--- config.mk ---
export PLATFORM = sky130hd
export DESIGN_NAME = sal_rd_return
export DESIGN_NICKNAME = d
export VERILOG_FILES = /design/src/rtl/sal_rd_return.sv
export SDC_FILE = /design/constraint.sdc
export NUM_CORES = 1
export LEC_CHECK = 0
export ABC_CLOCK_PERIOD_IN_PS = 11400
export BUFFER_PORTS_ARGS = -buffer_cell sky130_fd_sc_hd__buf_2
export CORE_ASPECT_RATIO = 1.2
export CORE_MARGIN = 2
export CORE_UTILIZATION = 35
export CTS_BUF_LIST = sky130_fd_sc_hd__clkbuf_4 sky130_fd_sc_hd__clkbuf_8
export CTS_CLUSTER_SIZE = 12
export DETAILED_ROUTE_END_ITERATION = 6
export MAX_ROUTING_LAYER = met4
export PLACE_DENSITY = 0.59
export RECOVER_POWER = 50
export SETUP_SLACK_MARGIN = 0.2
export SYNTH_ARGS = -nofsm -noshare
export SYNTH_HDL_FRONTEND = slang
export SYNTH_SLANG_ARGS = --single-unit
--- constraint.sdc ---
create_clock -name clk -period 11.4 [get_ports clk]
set_input_delay 2.28 -clock clk [delete_from_list [all_inputs] [get_ports clk]]
set_output_delay 2.28 -clock clk [all_outputs]
set_load 0.1 [all_outputs]
--- src/rtl/sal_rd_return.sv ---
// ---------------------------------------------------------------------------
// sal_rd_return
//
// Read-return path between the DFI read data bus and an AXI R channel.
// The scheduler posts one tag (AXI ID + burst length) per issued RD burst.
// DFI read beats arrive later with no backpressure. This block pairs the
// queued tags with the queued beats and replays them on the AXI R channel.
//
// Ports
//   clk, rst          : clock, synchronous active-high reset
//   tag_valid/ready   : tag push handshake (tag_id, tag_len = beats-1)
//   dfi_rddata_valid  : DFI beat strobe, dfi_rddata is the beat
//   rvalid/rready     : AXI R handshake, with rid/rdata/rresp/rlast
//   data_free         : registered count of free data FIFO entries,
//                       used by the scheduler as its read credit
//   ovf               : sticky, set when a DFI beat had to be dropped
//   idle              : both FIFOs empty and the FSM is idle
//
// Optional feature
//   SAL_RD_PARITY_EN  : adds input dfi_rddata_par (one even-parity bit per
//                       byte). Parity travels with the beat through the data
//                       FIFO and a bad byte returns SLVERR on that beat only.
//                       Without it, rresp is always OKAY.
// ---------------------------------------------------------------------------
module sal_rd_return #(
    parameter int DATA_W     = 64,
    parameter int ID_W       = 4,
    parameter int TAG_DEPTH  = 8,
    parameter int DATA_DEPTH = 16
) (
    input  logic                          clk,
    input  logic                          rst,
    input  logic                          tag_valid,
    output logic                          tag_ready,
    input  logic [ID_W-1:0]               tag_id,
    input  logic [3:0]                    tag_len,
    input  logic                          dfi_rddata_valid,
    input  logic [DATA_W-1:0]             dfi_rddata,
`ifdef SAL_RD_PARITY_EN
    input  logic [DATA_W/8-1:0]           dfi_rddata_par,
`endif
    output logic                          rvalid,
    input  logic                          rready,
    output logic [ID_W-1:0]               rid,
    output logic [DATA_W-1:0]             rdata,
    output logic [1:0]                    rresp,
    output logic                          rlast,
    output logic [$clog2(DATA_DEPTH):0]   data_free,
    output logic                          ovf,
    output logic                          idle
);

    localparam int TAG_AW  = $clog2(TAG_DEPTH);
    localparam int DATA_AW = $clog2(DATA_DEPTH);
    localparam int FREE_W  = DATA_AW + 1;

    localparam logic [TAG_AW:0]   TAG_PTR_ONE  = (TAG_AW + 1)'(1);
    localparam logic [DATA_AW:0]  DATA_PTR_ONE = (DATA_AW + 1)'(1);
    localparam logic [FREE_W-1:0] FREE_ONE     = FREE_W'(1);
    localparam logic [FREE_W-1:0] FREE_MAX     = FREE_W'(DATA_DEPTH);

    typedef enum logic {
        IDLE,
        STREAM
    } state_t;

    state_t state;
    state_t state_nxt;

    // Tag FIFO storage and pointers (pointers carry one extra wrap bit)
    logic [ID_W-1:0]   tag_id_mem  [TAG_DEPTH];
    logic [3:0]        tag_len_mem [TAG_DEPTH];
    logic [TAG_AW:0]   tag_wr_ptr;
    logic [TAG_AW:0]   tag_rd_ptr;
    logic [TAG_AW:0]   tag_count;
    logic              tag_full;
    logic              tag_empty;
    logic              tag_push;
    logic              tag_pop;

    // Data FIFO storage and pointers
    logic [DATA_W-1:0] data_mem [DATA_DEPTH];
    logic [DATA_AW:0]  data_wr_ptr;
    logic [DATA_AW:0]  data_rd_ptr;
    logic              data_full;
    logic              data_empty;
    logic              data_push;
    logic              data_drop;
    logic [FREE_W-1:0] data_free_q;

    // Burst tracking and R channel internals
    logic [3:0]        beat_cnt;
    logic              ovf_q;
    logic [ID_W-1:0]   head_id;
    logic [3:0]        head_len;
    logic [DATA_W-1:0] head_data;
    logic              r_valid_int;
    logic              r_last_int;
    logic              r_pop;
    logic              beat_err;

    // ------------------------------------------------------------------
    // FIFO status
    // ------------------------------------------------------------------
    assign tag_full   = (tag_wr_ptr[TAG_AW] != tag_rd_ptr[TAG_AW]) &&
                        (tag_wr_ptr[TAG_AW-1:0] == tag_rd_ptr[TAG_AW-1:0]);
    assign tag_empty  = (tag_wr_ptr == tag_rd_ptr);
    assign tag_count  = tag_wr_ptr - tag_rd_ptr;

    assign data_full  = (data_wr_ptr[DATA_AW] != data_rd_ptr[DATA_AW]) &&
                        (data_wr_ptr[DATA_AW-1:0] == data_rd_ptr[DATA_AW-1:0]);
    assign data_empty = (data_wr_ptr == data_rd_ptr);

    assign head_id    = tag_id_mem[tag_rd_ptr[TAG_AW-1:0]];
    assign head_len   = tag_len_mem[tag_rd_ptr[TAG_AW-1:0]];
    assign head_data  = data_mem[data_rd_ptr[DATA_AW-1:0]];

    // ------------------------------------------------------------------
    // Handshakes. Outputs are forced to their reset values while rst is
    // high so the scheduler sees a quiet block for the whole reset cycle,
    // not only after the first reset edge.
    // ------------------------------------------------------------------
    assign tag_ready   = !rst && !tag_full;
    assign tag_push    = tag_valid && tag_ready;

    assign r_valid_int = !rst && (state == STREAM) && !data_empty;
    assign r_last_int  = r_valid_int && (beat_cnt == head_len);
    assign r_pop       = r_valid_int && rready;
    assign tag_pop     = r_pop && r_last_int;

    // A full data FIFO can still take a beat when the head is leaving in
    // the same cycle: the write lands in the slot being vacated.
    assign data_push   = !rst && dfi_rddata_valid && (!data_full || r_pop);
    assign data_drop   = !rst && dfi_rddata_valid && data_full && !r_pop;

`ifdef SAL_RD_PARITY_EN
    logic [DATA_W/8-1:0] par_mem [DATA_DEPTH];
    logic [DATA_W/8-1:0] head_par;

    assign head_par = par_mem[data_rd_ptr[DATA_AW-1:0]];

    // Parity bits are written next to their beat
    always_ff @(posedge clk) begin
        if (data_push) begin
            par_mem[data_wr_ptr[DATA_AW-1:0]] <= dfi_rddata_par;
        end
    end

    // Even parity: a byte plus its parity bit must hold an even number of ones
    always_comb begin
        beat_err = 1'b0;
        for (int b = 0; b < DATA_W / 8; b++) begin
            if ((^head_data[8*b +: 8]) != head_par[b]) begin
                beat_err = 1'b1;
            end
        end
    end
`else
    assign beat_err = 1'b0;
`endif

    // ------------------------------------------------------------------
    // R channel outputs. Everything comes straight from FIFO heads and
    // beat_cnt, which only move on a handshake, so the channel is stable
    // while rvalid && !rready.
    // ------------------------------------------------------------------
    assign rvalid    = r_valid_int;
    assign rlast     = r_last_int;
    assign rid       = rst ? '0 : head_id;
    assign rdata     = head_data;
    assign rresp     = (r_valid_int && beat_err) ? 2'b10 : 2'b00;
    assign data_free = rst ? FREE_MAX : data_free_q;
    assign ovf       = !rst && ovf_q;
    assign idle      = rst || ((state == IDLE) && tag_empty && data_empty);

    // ------------------------------------------------------------------
    // FSM state register
    // ------------------------------------------------------------------
    always_ff @(posedge clk) begin
        if (rst) begin
            state <= IDLE;
        end else begin
            state <= state_nxt;
        end
    end

    // ------------------------------------------------------------------
    // FSM next state. STREAM is left only when the burst that just ended
    // was the last queued tag and no new tag is arriving this cycle, so
    // back-to-back bursts stream without a gap.
    // ------------------------------------------------------------------
    always_comb begin
        state_nxt = state;
        case (state)
            IDLE: begin
                if (!tag_empty) begin
                    state_nxt = STREAM;
                end
            end
            STREAM: begin
                if (tag_pop && (tag_count == TAG_PTR_ONE) && !tag_push) begin
                    state_nxt = IDLE;
                end
            end
            default: state_nxt = IDLE;
        endcase
    end

    // ------------------------------------------------------------------
    // Tag FIFO pointers
    // ------------------------------------------------------------------
    always_ff @(posedge clk) begin
        if (rst) begin
            tag_wr_ptr <= '0;
            tag_rd_ptr <= '0;
        end else begin
            if (tag_push) begin
                tag_wr_ptr <= tag_wr_ptr + TAG_PTR_ONE;
            end
            if (tag_pop) begin
                tag_rd_ptr <= tag_rd_ptr + TAG_PTR_ONE;
            end
        end
    end

    // Tag FIFO storage, contents are don't-care until written
    always_ff @(posedge clk) begin
        if (tag_push) begin
            tag_id_mem[tag_wr_ptr[TAG_AW-1:0]]  <= tag_id;
            tag_len_mem[tag_wr_ptr[TAG_AW-1:0]] <= tag_len;
        end
    end

    // ------------------------------------------------------------------
    // Data FIFO pointers
    // ------------------------------------------------------------------
    always_ff @(posedge clk) begin
        if (rst) begin
            data_wr_ptr <= '0;
            data_rd_ptr <= '0;
        end else begin
            if (data_push) begin
                data_wr_ptr <= data_wr_ptr + DATA_PTR_ONE;
            end
            if (r_pop) begin
                data_rd_ptr <= data_rd_ptr + DATA_PTR_ONE;
            end
        end
    end

    // Data FIFO storage
    always_ff @(posedge clk) begin
        if (data_push) begin
            data_mem[data_wr_ptr[DATA_AW-1:0]] <= dfi_rddata;
        end
    end

    // ------------------------------------------------------------------
    // Free-entry credit, tracked alongside the pointers so the scheduler
    // gets a registered value. Push and pop together cancel out.
    // ------------------------------------------------------------------
    always_ff @(posedge clk) begin
        if (rst) begin
            data_free_q <= FREE_MAX;
        end else begin
            case ({data_push, r_pop})
                2'b10:   data_free_q <= data_free_q - FREE_ONE;
                2'b01:   data_free_q <= data_free_q + FREE_ONE;
                default: data_free_q <= data_free_q;
            endcase
        end
    end

    // ------------------------------------------------------------------
    // Beat counter within the current burst; rolls back to zero on rlast
    // ------------------------------------------------------------------
    always_ff @(posedge clk) begin
        if (rst) begin
            beat_cnt <= 4'd0;
        end else if (r_pop) begin
            if (r_last_int) begin
                beat_cnt <= 4'd0;
            end else begin
                beat_cnt <= beat_cnt + 4'd1;
            end
        end
    end

    // ------------------------------------------------------------------
    // Sticky overflow: only reset clears it
    // ------------------------------------------------------------------
    always_ff @(posedge clk) begin
        if (rst) begin
            ovf_q <= 1'b0;
        end else if (data_drop) begin
            ovf_q <= 1'b1;
        end
    end

endmodule

After elaboration in Yosys (flattened, before gate mapping) --
Memories as Yosys holds them, arrays and structs flattened. A register that Yosys moved wholly into a read port is not among the register bits. Cells that the tools add are included. Widths: inputs -> output; s select.
Word-level totals: register bits 29, bits in latches 0, bits in writable memories 1088, ROM bits 0, bits of input ports 77, word-level logic and storage cells 74, memories 3
Memory list:
- data_mem | depth 16, width 64, rd ports 1, clocked after memory_dff 1, write ports 1, RTL line 82 | logic [DATA_W-1:0] data_mem [DATA_DEPTH];
- tag_id_mem | depth 8, width 4, rd ports 1, clocked after memory_dff 1, write ports 1, RTL line 71 | logic [ID_W-1:0] tag_id_mem [TAG_DEPTH];
- tag_len_mem | depth 8, width 4, rd ports 1, clocked after memory_dff 1, write ports 1, RTL line 72 | logic [3:0] tag_len_mem [TAG_DEPTH];
Operators by class: add/subtract/negate cells 8, multiply operators 0, div/mod/pow operators 0, magnitude comparators 0, equal/unequal tests 10, shift operators 0, multiplexer cells 17, bitwise operators 1, reductions and logical operators 27
Operators by type and width (count):
- $logic_and 1x1->1 | 18
- $mux 4 | 4
- $add 5x1->5 const B | 3
- $add 4x1->4 const B | 3
- $eq 4x4->1 | 3
- $mux 3 | 4
- $pmux 5 s2 | 1
- $logic_not 1->1 | 6
- $mux 1 | 6
- $eq 5x5->1 | 1
- $mux 5 | 1
- $sub 5x1->5 const B | 1
- $eq 4x1->1 const B | 1
- $sub 4x4->4 | 1
- $eq 3x3->1 | 1
- $eq 2x1->1 const B | 1
- $eq 2x2->1 const B | 1
- $logic_or 1x1->1 | 2
- $ne 1x1->1 | 2
- $pmux 1 s2 | 1
- $reduce_bool 2->1 | 1
- $not 1->1 | 1

Longest topological paths before layout --
Gate-level depths: netlist of run 1.
depth in word-level cells 9, mapped depth 14, depth with buffers taken out 11

Worst setup path after synthesis of run 1 --
Ideal clock, no wire load.
path type input to register, start point in rst, end point mem data_mem[0][0], enable pin, library setup time 565 ps, data arrival time 7472 ps, required time 10835 ps, setup slack 3363 ps, stages 5, buffers on the path 1, cell sequence clkbuf_1 > nand2b_1 > a31oi_2 > nand2_1 > nor3_1
Between the ends: word-level cells in the longest chain between the ends 8
Ends and longest elaborated chain:
- start, declared | RTL line 32 | input logic rst,
- $logic_not 1->1 * | RTL line 126, 133
- $logic_and 1x1->1 (2 in a row) | RTL line 126 | assign r_valid_int = !rst && (state == STREAM) && !data_empty;
- $logic_and 1x1->1 | RTL line 128 | assign r_pop = r_valid_int && rready;
- $logic_or 1x1->1 | RTL line 133 | assign data_push = !rst && dfi_rddata_valid && (!data_full || r_pop);
- $logic_and 1x1->1 * | RTL line 133
- $mux 1 * | RTL line 253 | if (data_push) begin
- $mux 1 (implied by the code) * | RTL line 254 | data_mem[data_wr_ptr[DATA_AW-1:0]] <= dfi_rddata;
- end, declared | RTL line 82
Mark *: on every way between the ends. The rest lies on a longest branch, timed or not.

Final worst setup path of run 1 --
start point in rst, end point out rlast
Between the ends: word-level cells in the longest chain between the ends 4
Ends and longest elaborated chain:
- $logic_not 1->1 | RTL line 126
- $logic_and 1x1->1 (2 in a row) | RTL line 126
- $logic_and 1x1->1 | RTL line 127 | assign r_last_int = r_valid_int && (beat_cnt == head_len);
- end, declared | RTL line 47 | output logic rlast,
Every way passes these cells.

==> results.cfg, run 1 <==
[placed_design]
dp_cells = 3514
dp_hpwl_um = 47900
io_buffers = 154
gp_congestion = 0.709

[worst_setup_path]
startpoint = rst
slowest_delay_ns = 1.49
slowest_stage = clkbuf_1
r2r_start = data_wr_ptr[3]
critical_path.endpoint_type = output port
cp.arrival_ns = 4.66
timing.rr.end = data_mem[5][52]
cp-start-kind = primary input
reg2reg_depth = 6
path_max_fanout = 49
required_ns = 9.12
ff2ff_setup_slack_ns = 7.08
crit_chain = clkbuf_1 > nand2b_1 > a21oi_4 > nand4b_4 > nor2_1 > buf_2
endpoint = rlast
critPathKind = primary input to output port

[timing]
finalHoldViolCount = 0
max_slew_margin = -0.426
post-route-period-util = 0.609
tightest_slew_ns = 2.14
fin_skew_ns = 0.0268
fin_tns_setup_ns = 0
hold_ws_ns = 0.498
period_needed_ns = 6.94
max_freq_ghz = 0.144
maxSlewViolCount = 77
rsz0062_at_grt = false
final-setup-viol-count = 0

[floorplanning]
ios = 157
start_util = 0.353
rows = 140
die_y_um = 387
die_w_um = 323
fp.coreArea_mm2 = 0.121
die-area_mm2 = 0.125

[power_and_ir_drop]
p_leak_nw = 14.7
switching_share = 0.220
p_comb_frac = 0.042
cellPowerDensity_mw_per_mm2 = 166
seq_power_share = 0.562
power_switching_mw = 1.79
ir_worst_vdd_v = 0.0000960
power_frac_clock = 0.395
power.internal_mw = 6.34

[cts]
cts_tree = built
cts_sinks = 1124
cts.clk_slew.worst_paths_ns = 0.05
post_cts_buffers = 0
htreeDepth = 4
cts-root-buf = clkbuf_8
cts_hold_buf = 0
cts_inserted_buffers = 173
clk_latency_ns = 0.85
clockBufferDepth = 3
ctsResizeCount = 0

[synth]
ys_seq_area_frac = 0.779
syn-cell-area_mm2 = 0.0429
ys_ff_latch = 1124
synth_cell_types = 57
synthTopCellsByCount = 1088 x edfxtp_1, 331 x mux4_2, 48 x clkbuf_1
yosys.area.top_type = edfxtp_1
synth.top_cell.area_share = 0.762
synth_top_flop_cell = edfxtp_1
yosysMostFrequentCell = edfxtp_1
avgSynthCellArea_um2 = 24.1
syn_inst = 1779
yosys_warnings = 0
synth_area_leaders = edfxtp_1 76%, mux4_2 17%, dfxtp_1 1.7%
synth_edf_count = 1088
async_flop_share = 0

[final_layout]
synthToLayoutAreaGrowth_pct = 14.1
drive_above_1_share = 0.339
stdcell_count = 3829
fill_cells = 10600
nets = 2148

[drt]
dr.pass1.iters = 5
vias = 19400
drt_wl_total_um = 95000
drt_iter0_drc = 1533
drcViolationCount = 0
wl_per_cell_um = 24.8
drtAntennaViolNets = 0
routed_via_density = 5.06

[flow_run]
cap_viol_max_count = 5

[status]
outcome = complete, but fails checks
violations = max-capacitance violations, max-slew violations

[min_path]
min_from = tag_rd_ptr[3]
min_path_type = register to register

[global_routing]
grtUsageTotal = 0.158
grt_start_max_net_pins = 101
gr-total-overflow = 0
antenna_found_initial = 15
grt_pass1_vias = 21000
grt_pass1_wl_um = 139000
stage by stage:
stage	power (mW)	util	area, µm²	worst slack, ns
2_1_floorplan	4.90	-	42900	3.36
3_3_place_gp	5.00	0.377	45700	5.26
3_5_place_dp	5.01	0.377	45700	5.24
4_1_cts	8.24	0.404	49000	4.31
5_1_grt	8.41	0.403	48900	4.14
6_report	8.13	0.403	48900	4.46
cells by family (layout without fill, tap and decap cells):
| kind of cell | after synthesis | after routing | share of synthesized area |
|---|---|---|---|
| compound gates | 37 | 37 | 0.00616 |
| other cells | 1 | 15 | 0.0000875 |
| simple gates | 122 | 122 | 0.0144 |
| flops | 1124 | 1124 | 0.779 |
| xor+xnor | 24 | 24 | 0.00508 |
| buf+inv | 100 | 503 | 0.0107 |
| mux | 356 | 356 | 0.180 |
| fa+ha+maj | 15 | 15 | 0.00455 |
critical path, delay by kind of cell:
family	cells	cell delay [ns]
simple gates	3	0.52
buf+inv	2	1.78
compound gates	1	0.05
placed cells by master, fill, tap and decap left out, types with 12 or more instances in the layout:
master,instances
diode_2,13
ha_1,14
buf_2,81
clkbuf_1,73
edfxtp_1,1088
xor2_1,12
dfxtp_1,32
clkinv_1,44
nor2_1,31
mux2i_1,20
mux4_2,331
buf_4,36
clkbuf_4,44
clkinv_2,18
clkbuf_8,180
nand2_1,20
nor2_4,12
cell type report:
| type | count | area [µm²] | share of cell area |
|---|---|---|---|
| Inverter | 9 | 33.8 | 0.000691 |
| Timing Repair Buffer | 192 | 990 | 0.0202 |
| Clock inverter | 78 | 492 | 0.0101 |
| Clock buffer | 224 | 2810 | 0.0574 |
| Multi-Input combinational cell | 556 | 9110 | 0.186 |
| Sequential cell | 1124 | 33400 | 0.683 |
| Tap cell | 1633 | 2040 | 0.0418 |
| Antenna cell | 13 | 32.5 | 0.000665 |
flip-flops by register name (all words and copies together), names as in the netlist, named ones only:
register / cells
data_mem: 1024
tag_id_mem: 32
tag_len_mem: 32
data_free_q: 5
data_rd_ptr: 5
data_wr_ptr: 5
beat_cnt: 4
tag_rd_ptr: 4
tag_wr_ptr: 4
ovf_q: 1
state: 1
worst min path at each step:
stage	to	slack [ns]	cells after the start
2_1_floorplan	data_free_q[4]	0.46	2
3_3_place_gp	tag_rd_ptr[3]	0.48	2
3_5_place_dp	tag_rd_ptr[3]	0.49	2
4_1_cts	tag_rd_ptr[3]	0.50	2
5_1_grt	tag_wr_ptr[0]	0.53	2
6_report	tag_rd_ptr[3]	0.50	2
layer usage:
| metal | global-route usage | share of wire |
|---|---|---|
| met4 | 0.0521 | 0.024 |
| met1 | 0.195 | 0.42 |
| met3 | 0.0363 | 0.052 |
| met2 | 0.257 | 0.51 |
| met5 | - | 0 |
power by group through the flow:
stage | Combinational (mW) | Sequential, mW | Clock, mW
3_3_place_gp | 0.344 | 4.66 | 0
4_1_cts | 0.354 | 4.57 | 3.31
5_1_grt | 0.366 | 4.58 | 3.47
6_report | 0.345 | 4.57 | 3.21
2_1_floorplan | 0.240 | 4.66 | 0
3_5_place_dp | 0.353 | 4.66 | 0
No activity file was read; power rests on OpenSTA's default activity.
==> run 2: changes to the inputs <==
--- a/config.mk
+++ b/config.mk
@@ -5,7 +5,7 @@
 export SDC_FILE = /design/constraint.sdc
 export NUM_CORES = 1
 export LEC_CHECK = 0
-export ABC_CLOCK_PERIOD_IN_PS = 11400
+export ABC_CLOCK_PERIOD_IN_PS = 6800
 export BUFFER_PORTS_ARGS = -buffer_cell sky130_fd_sc_hd__buf_2
 export CORE_ASPECT_RATIO = 1.2
 export CORE_MARGIN = 2
==> constraint.sdc (replaced) <==
create_clock -name clk -period 6.8 [get_ports clk]
set_input_delay 1.36 -clock clk [delete_from_list [all_inputs] [get_ports clk]]
set_output_delay 1.36 -clock clk [all_outputs]
set_load 0.1 [all_outputs]
==> run 2 against run 1 <==
The flow still finishes with violations (max-capacitance violations, max-slew violations). Sequential share of layout area fell by 0.16 points. Clock skew barely moved. Via count fell by 0.26%. Register-to-register slack got worse by 4.4 ns. Critical endpoint is now rdata[0]. Global-route usage fell by 0.18 points. Non-clock buffer count up 1. Total power grew 67%. Design area is 0.24% higher.
==> results.cfg, run 2 (synthesis gave the netlist of run 1 again) <==
[worst_setup_path]
critical_path.endpoint_type = output port
critPathKind = register to output port
reg2reg_depth = 6
slowest_delay_ns = 0.96
slowest_stage = dfxtp_4
required_ns = 5.44
crit_chain = buf_4 > mux4_2 > mux4_2 > buf_2
cp-start-kind = register
cpMostUsedCell = mux4_2
cp.arrival_ns = 3.92
path_max_fanout = 43

[placed_design]
dpl_cell_area_mm2 = 0.0459
gp_congestion = 0.719
dp_hpwl_um = 49300
io_buffers = 154

[global_routing]
gr-usage-met2 = 0.251
gr-total-overflow = 0
grt_pass1_wl_um = 138000
met1_usage = 0.195
grt_use_met3 = 0.0408
grt_pass1_vias = 21100
antenna_found_initial = 16
grt_start_max_net_pins = 71
grtUsageTotal = 0.156
grt_busiest_layer = met2

[timing]
final-setup-viol-count = 0
max_freq_ghz = 0.190
tightest_slew_ns = 1.85
fin_skew_ns = 0.0267
maxSlewViolCount = 31
finalHoldViolCount = 0
post-route-period-util = 0.776
period_needed_ns = 5.28
max_slew_margin = -0.236
rsz0062_at_grt = false

[cts]
cts_hold_buf = 0
cts_inserted_buffers = 168
cts_tree = built
ctsResizeCount = 0
clockBufferDepth = 3
cts-root-buf = clkbuf_8
htreeDepth = 4
cts_sinks = 1124
post_cts_buffers = 0
clk_latency_ns = 0.84
cts.clk_slew.worst_paths_ns = 0.06

[final_layout]
mostFrequentLayoutCell = edfxtp_1
largest_reg_flops = 1024
synthToLayoutAreaGrowth_pct = 14.4
mostFrequentLayoutCells = 1088 x edfxtp_1, 331 x mux4_2, 171 x clkbuf_8
fin_util = 0.404
nets = 2144
finalInstanceArea_mm2 = 0.0490
drive_above_1_share = 0.340

[floorplanning]
rows = 140
start_util = 0.353
die_y_um = 387
die_w_um = 323
fp.coreArea_mm2 = 0.121
die-area_mm2 = 0.125
ios = 157

[drt]
drt_wl_total_um = 94100
drcViolationCount = 0
dr.pass1.iters = 7
routed_via_density = 5.06
wl_per_cell_um = 24.6
drtAntennaViolNets = 0
drt_iter0_drc = 1451
vias = 19300

[power_and_ir_drop]
cellPowerDensity_mw_per_mm2 = 277
total_power_mw = 13.6
ir_worst_vdd_v = 0.000190
p_leak_nw = 14.7

[status]
outcome = complete, but fails checks
violations = max-capacitance violations, max-slew violations

[flow_run]
cap_viol_max_count = 2

[min_path]
hold_depth = 2
min_path_type = register to register
-- run 2: power breakdown --
group	total, mW	internal, mW	switching, mW
Combinational	0.583	0.144	0.439
Sequential	7.67	7.65	0.0233
Clock	5.33	2.83	2.50
Total	13.6	10.6	2.96
-- run 2: worst max-delay path, delay by kind of cell (launching register included) --
kind                   cells  cell delay [ns]
muxes                      2             1.15
DFF                        1             0.96
buffers and inverters      2             0.90
-- run 2: area by class of cell --
class                   instances  area, µm²
well taps                    1633       2040
multi-input cells             556       9130
diodes                         15       37.5
repair buffers                193       1160
clock buffers                 226       2770
clock inverters                64        460
fillers                     10600      72400
inverters                       9       33.8
flip-flops and latches       1124      33400
-- run 2: final timing paths --
path | startpoint | slack, ns | end
setup reg to reg | data_wr_ptr[3] | 2.68 | data_mem[13][24]
setup / recovery | register | 1.52 | rdata[0]
hold reg to reg | data_free_q[4] | 0.50 | data_free_q[4]
hold / removal | data_free_q[4] | 0.50 | data_free_q[4]
-- run 2: through the flow --
stage	worst slack, ns	hold WS, ns	TNS, ns	std cells
floorplan	-0.317	0.462	-80.81	1780
finish	1.52	0.505	0	3820
detailed placement	2.19	0.489	0	3515
global route	1.20	0.529	0	3817
CTS	1.32	0.501	0	3805
global placement	2.29	0.477	0	3515
-- run 2: routing by layer --
layer | up-vias | routed length [µm]
li1 | 8184 | -
met1 | 10400 | 39300
met2 | 551 | 47200
met3 | 160 | 5620
met4 | 0 | 1970
met5 | - | 0
